## src/rtl/mem_arbiter.sv

```systemverilog
// Memory port arbiter: grants one of CPU / front panel / data-break per access,
// drives a single-strobe memory access and returns read data after MEM_LAT cycles.
module mem_arbiter #(
    parameter int unsigned ADDR_W   = 15,
    parameter int unsigned DATA_W   = 12,
    parameter int unsigned MEM_LAT  = 2,
    parameter int unsigned DB_BURST = 4
) (
    input  logic              clk,
    input  logic              reset,

    input  logic              cpu_req,
    input  logic              cpu_we,
    input  logic [ADDR_W-1:0] cpu_addr,
    input  logic [DATA_W-1:0] cpu_wdata,
    output logic              cpu_gnt,
    output logic              cpu_rvalid,

    input  logic              fp_req,
    input  logic              fp_we,
    input  logic [ADDR_W-1:0] fp_addr,
    input  logic [DATA_W-1:0] fp_wdata,
    output logic              fp_gnt,
    output logic              fp_rvalid,

    input  logic              db_req,
    input  logic              db_we,
    input  logic [ADDR_W-1:0] db_addr,
    input  logic [DATA_W-1:0] db_wdata,
    output logic              db_gnt,
    output logic              db_rvalid,

    input  logic              halted,

    output logic              mem_en,
    output logic              mem_we,
    output logic [ADDR_W-1:0] mem_addr,
    output logic [DATA_W-1:0] mem_wdata,
    input  logic [DATA_W-1:0] mem_rdata,
    output logic [DATA_W-1:0] rdata,
    output logic              busy
);

    localparam int unsigned CNT_W   = 3;
    localparam int unsigned BURST_W = $clog2(DB_BURST + 1);

    typedef enum logic [1:0] {IDLE, ISSUE, WAIT, DONE} state_t;
    typedef enum logic [1:0] {OWN_NONE, OWN_CPU, OWN_FP, OWN_DB} owner_t;

    state_t              state_q, state_d;
    owner_t              owner_q, owner_d, win;
    logic [CNT_W-1:0]    wait_q, wait_d;
    logic [BURST_W-1:0]  burst_q, burst_d;

    logic                cpu_gnt_d, fp_gnt_d, db_gnt_d;
    logic                cpu_rvalid_d, fp_rvalid_d, db_rvalid_d;
    logic                mem_en_d, mem_we_d, busy_d;
    logic [ADDR_W-1:0]   mem_addr_d;
    logic [DATA_W-1:0]   mem_wdata_d, rdata_d;

    // Winner select: a saturated burst counter forces the CPU in ahead of data-break
    always_comb begin
        win = OWN_NONE;
        if (cpu_req && (burst_q >= BURST_W'(DB_BURST))) begin
            win = OWN_CPU;
        end else if (db_req) begin
            win = OWN_DB;
        end else if (fp_req && halted) begin
            win = OWN_FP;
        end else if (cpu_req) begin
            win = OWN_CPU;
        end
    end

    // Next state and next registered outputs
    always_comb begin
        state_d      = state_q;
        owner_d      = owner_q;
        wait_d       = wait_q;
        burst_d      = burst_q;
        mem_addr_d   = mem_addr;
        mem_wdata_d  = mem_wdata;
        mem_we_d     = mem_we;
        rdata_d      = rdata;
        mem_en_d     = 1'b0;
        cpu_gnt_d    = 1'b0;
        fp_gnt_d     = 1'b0;
        db_gnt_d     = 1'b0;
        cpu_rvalid_d = 1'b0;
        fp_rvalid_d  = 1'b0;
        db_rvalid_d  = 1'b0;

        case (state_q)
            IDLE: begin
                if (win != OWN_NONE) begin
                    owner_d  = win;
                    state_d  = ISSUE;
                    mem_en_d = 1'b1;
                    case (win)
                        OWN_DB: begin
                            mem_addr_d  = db_addr;
                            mem_wdata_d = db_wdata;
                            mem_we_d    = db_we;
                            db_gnt_d    = 1'b1;
                            burst_d     = cpu_req ? burst_q + BURST_W'(1) : '0;
                        end
                        OWN_FP: begin
                            mem_addr_d  = fp_addr;
                            mem_wdata_d = fp_wdata;
                            mem_we_d    = fp_we;
                            fp_gnt_d    = 1'b1;
                        end
                        default: begin
                            mem_addr_d  = cpu_addr;
                            mem_wdata_d = cpu_wdata;
                            mem_we_d    = cpu_we;
                            cpu_gnt_d   = 1'b1;
                            burst_d     = '0;
                        end
                    endcase
                end
            end
            ISSUE: begin
                if (MEM_LAT == 1) begin
                    state_d = DONE;
                end else begin
                    wait_d  = CNT_W'(MEM_LAT - 1);
                    state_d = WAIT;
                end
            end
            WAIT: begin
                wait_d = wait_q - CNT_W'(1);
                if (wait_q == CNT_W'(1)) begin
                    state_d = DONE;
                end
            end
            default: begin
                state_d = IDLE;
            end
        endcase

        // rvalid and rdata load on the edge entering DONE so both are seen in DONE
        if ((state_d == DONE) && (state_q != DONE)) begin
            cpu_rvalid_d = (owner_q == OWN_CPU);
            fp_rvalid_d  = (owner_q == OWN_FP);
            db_rvalid_d  = (owner_q == OWN_DB);
            if (!mem_we) begin
                rdata_d = mem_rdata;
            end
        end

        busy_d = (state_d != IDLE);
    end

    always_ff @(posedge clk) begin
        if (reset) begin
            state_q    <= IDLE;
            owner_q    <= OWN_NONE;
            wait_q     <= '0;
            burst_q    <= '0;
            cpu_gnt    <= 1'b0;
            fp_gnt     <= 1'b0;
            db_gnt     <= 1'b0;
            cpu_rvalid <= 1'b0;
            fp_rvalid  <= 1'b0;
            db_rvalid  <= 1'b0;
            mem_en     <= 1'b0;
            mem_we     <= 1'b0;
            mem_addr   <= '0;
            mem_wdata  <= '0;
            rdata      <= '0;
            busy       <= 1'b0;
        end else begin
            state_q    <= state_d;
            owner_q    <= owner_d;
            wait_q     <= wait_d;
            burst_q    <= burst_d;
            cpu_gnt    <= cpu_gnt_d;
            fp_gnt     <= fp_gnt_d;
            db_gnt     <= db_gnt_d;
            cpu_rvalid <= cpu_rvalid_d;
            fp_rvalid  <= fp_rvalid_d;
            db_rvalid  <= db_rvalid_d;
            mem_en     <= mem_en_d;
            mem_we     <= mem_we_d;
            mem_addr   <= mem_addr_d;
            mem_wdata  <= mem_wdata_d;
            rdata      <= rdata_d;
            busy       <= busy_d;
        end
    end

endmodule

```

## config.mk

```make
export PLATFORM = sky130hd
export DESIGN_NAME = mem_arbiter
export DESIGN_NICKNAME = d
export VERILOG_FILES = /design/src/rtl/mem_arbiter.sv
export SDC_FILE = /design/constraint.sdc
export NUM_CORES = 1
export LEC_CHECK = 0
export CAP_MARGIN = 20
export CORE_ASPECT_RATIO = 0.75
export CORE_MARGIN = 2
export CORE_UTILIZATION = 37
export DETAILED_ROUTE_END_ITERATION = 10
export GPL_TIMING_DRIVEN = 0
export PLACE_DENSITY = 0.84
export SLEW_MARGIN = 20
export SYNTH_ARGS = -nofsm -noshare
export SYNTH_HDL_FRONTEND = slang
export SYNTH_SLANG_ARGS = --single-unit
```

## constraint.sdc

```tcl
create_clock -name clk -period 2.5 [get_ports clk]
set_clock_uncertainty 0.15 [all_clocks]
set_input_delay 0.375 -clock clk [delete_from_list [all_inputs] [get_ports clk]]
set_output_delay 0.375 -clock clk [all_outputs]
set_load 0.02 [all_outputs]
```

==> results.md <==
- Status: complete, no violations
- Cell taking the most area after synthesis: dfxtp_1
- Setup Fix Bufs, Post-CTS: 0
- Number of top-level pins: 150
- Initial antenna violation count: 0
- Worst EP arrival: 2.21 ns
- Max clock buf depth: 2
- Most frequent cells in the layout: clkdlybuf4s50_1, dfxtp_1, nor2_1
- Layout cells sized above 1: 0.07125
- Setup TNS: 0 ns
- Cell row count: 25
- Crit path max fanout: 10
- Num CTS Buffers: 9
- Highest Clock Rate: 0.4583 GHz
- Fin crit share: 0.8728
- Cts repair resizes: 0
- Sequential fraction of the synthesis area: 0.4861
- Worst Setup Start Kind: register
- CTS Sinks: 58
- Cell family with most CP delay: buffers and inverters
- Dpl hpwl: 6183 µm
- Slew headroom: 0.5896
- Fill count: 526
- LEAKAGE: 1.551 nW
- Register area: 0.001161 mm²
- Max stage delay cell, worst path: buf_1
- Required @ worst endpoint: 2.53 ns
- Hold WS: 0.3285 ns
- Ys flop type: dfxtp_1
- Die width: 96.78 µm
- Final GP Congestion: 0.7730
- Crit. End Element: register
- Post-synth EDFFs: 0
- Detailed Route Iter0 Violations: 202
- Antenna Nets Post-Route: 0
- # diodes: 0
- Yosys cell types: 34
- Gr ovfl total: 0
- Post-route cell area: 0.004143 mm²
- Global-route wire length before repair: 12510 µm
- Clock root cell: clkbuf_8
- Final min period: 2.182 ns
- CP max stage delay: 0.46 ns
- Starting density of the core: 0.3799
- DR pass1 iterations: 8
- Largest net degree at the start of global routing: 11
- CTS Hold Buffers Added: 0
- DP Area: 0.003971 mm²
- Total design power: 4.200 mW
- Vias: 2642
- Syn. warnings: 0
- Routed length per placed instance: 16.40 µm
- Area growth from synthesis to layout: 73.44%
- Crit path cell chain: inv_1 -> ha_1 -> inv_2 -> nor2_1 -> buf_2 -> buf_1 -> a211oi_1
- Flip-flop and latch count after synthesis: 58
- Worst-Skew Late Latency: 0.32 ns
- CTS H-tree lvls: 3
- Total Die Area: 0.007121 mm²
- Vias per inst: 5.414
- Hold Path Class: reg -> reg
- Routed wire length: 8002 µm
- WP buf/inv: 4
- Global Route Usage Sum: 0.2190
- Core box area: 0.006287 mm²
- Worst VDD drop: 0.5409 mV
- Buffers on Ports: 148
- PwrDens: 1014 mW/mm²
- Tightest Pin Transition: 0.6156 ns
- Area of the multi-input gates: 0.001090 mm²
- Max cap viols: 0
- Commonest non-fill, non-tap cell in the layout: clkdlybuf4s50_1
- CTS tree: yes
- Worst setup margin: 0.3181 ns
- WS Path Type: reg -> reg
- Final nets: 510
- DIE HEIGHT: 73.58 µm
- Area share of the largest cell type after synthesis: 0.4861
- Setup violators final: 0
- DRC: 0
- Mapped Area: 0.002389 mm²
- Syn Nets: 351
- Post-Place Setup Slack: 0.004325 ns
- Avg Synthesized Cell Area: 9.829 µm²
- RSZ-0062 raised after global routing: false
- Mapped Cells: 243
- Synth area leaders: dfxtp_1, a222oi_1, a211oi_1, nor2_1, a22o_1
- Hold Vio Cnt, Final: 0
- Post-synthesis async set-or-reset flop share: 0
- Vias in the first global route: 2577
- Max Slew Vio Count: 0
- Clock transition at path regs: 0.06 ns
final timing paths:
path | endpoint | slack [ns] | startpoint | cells after the start
worst max-delay path | mem_wdata[11] | 0.32 | state_q[0] | 7
worst max register to register | mem_wdata[11] | 0.32 | state_q[0] | 7
worst min register to register | rdata[4] | 0.33 | rdata[4] | 1
worst min-delay path | rdata[4] | 0.33 | rdata[4] | 1
report_power, final:
group / internal, mW / leakage [nW] / switching, mW
Clock: 0.381 / 0.0851 / 0.354
Sequential: 1.26 / 0.478 / 0.179
Combinational: 0.945 / 0.988 / 1.08
Total: 2.59 / 1.55 / 1.61
Yosys cell counts (2+ instances only):
cell type / number
and2_1: 4
a21oi_1: 5
nand2b_1: 2
nor2_1: 36
nand2_1: 4
inv_1: 7
ha_1: 6
o21ai_0: 6
buf_2: 8
buf_6: 2
a222oi_1: 28
a22o_1: 12
o22ai_1: 2
o21ai_1: 2
a211oi_1: 28
buf_1: 3
nor2b_1: 3
clkbuf_1: 9
nand3_1: 3
dfxtp_1: 58
nand4_1: 2
cell type report:
type	instances	share of cell area
Inverter	8	0.007249
Clock inverter	5	0.007249
Multi-Input combinational cell	155	0.2631
Timing Repair Buffer	148	0.3576
Clock buffer	11	0.03413
Buffer	22	0.02597
Sequential cell	58	0.2803
Tap cell	81	0.02446
stage by stage:
stage          utilization  instances
2_1_floorplan            -        243
3_3_place_gp        0.6316        472
3_5_place_dp        0.6316        472
4_1_cts             0.6589        488
5_1_grt             0.6589        488
6_report            0.6589        488
state kept, by name (all words and copies together), names as in the netlist:
register	count
mem_en	1
cpu_gnt	1
mem_we	1
busy	1
mem_addr	15
burst_q	3
cpu_rvalid	1
fp_rvalid	1
state_q	2
mem_wdata	12
wait_q	3
db_rvalid	1
db_gnt	1
fp_gnt	1
rdata	12
owner_q	2
kinds of logic after synthesis:
kind of cell / synth area share
flip-flops: 0.4861
AND/OR/NAND/NOR: 0.1226
adder cells (fa/ha/maj): 0.03143
AO/OA/AOI/OAI: 0.3022
buffers and inverters: 0.05762
per-layer routing:
layer | GRT usage | vias to the layer above | wire length, µm
met5 | 0 | - | 0
met4 | 0.06103 | 0 | 87
met3 | 0.07897 | 9 | 630
met2 | 0.3873 | 122 | 3829
met1 | 0.2552 | 1239 | 3455
li1 | - | 1272 | -
Note: power is estimated with default switching activity, not from simulation.
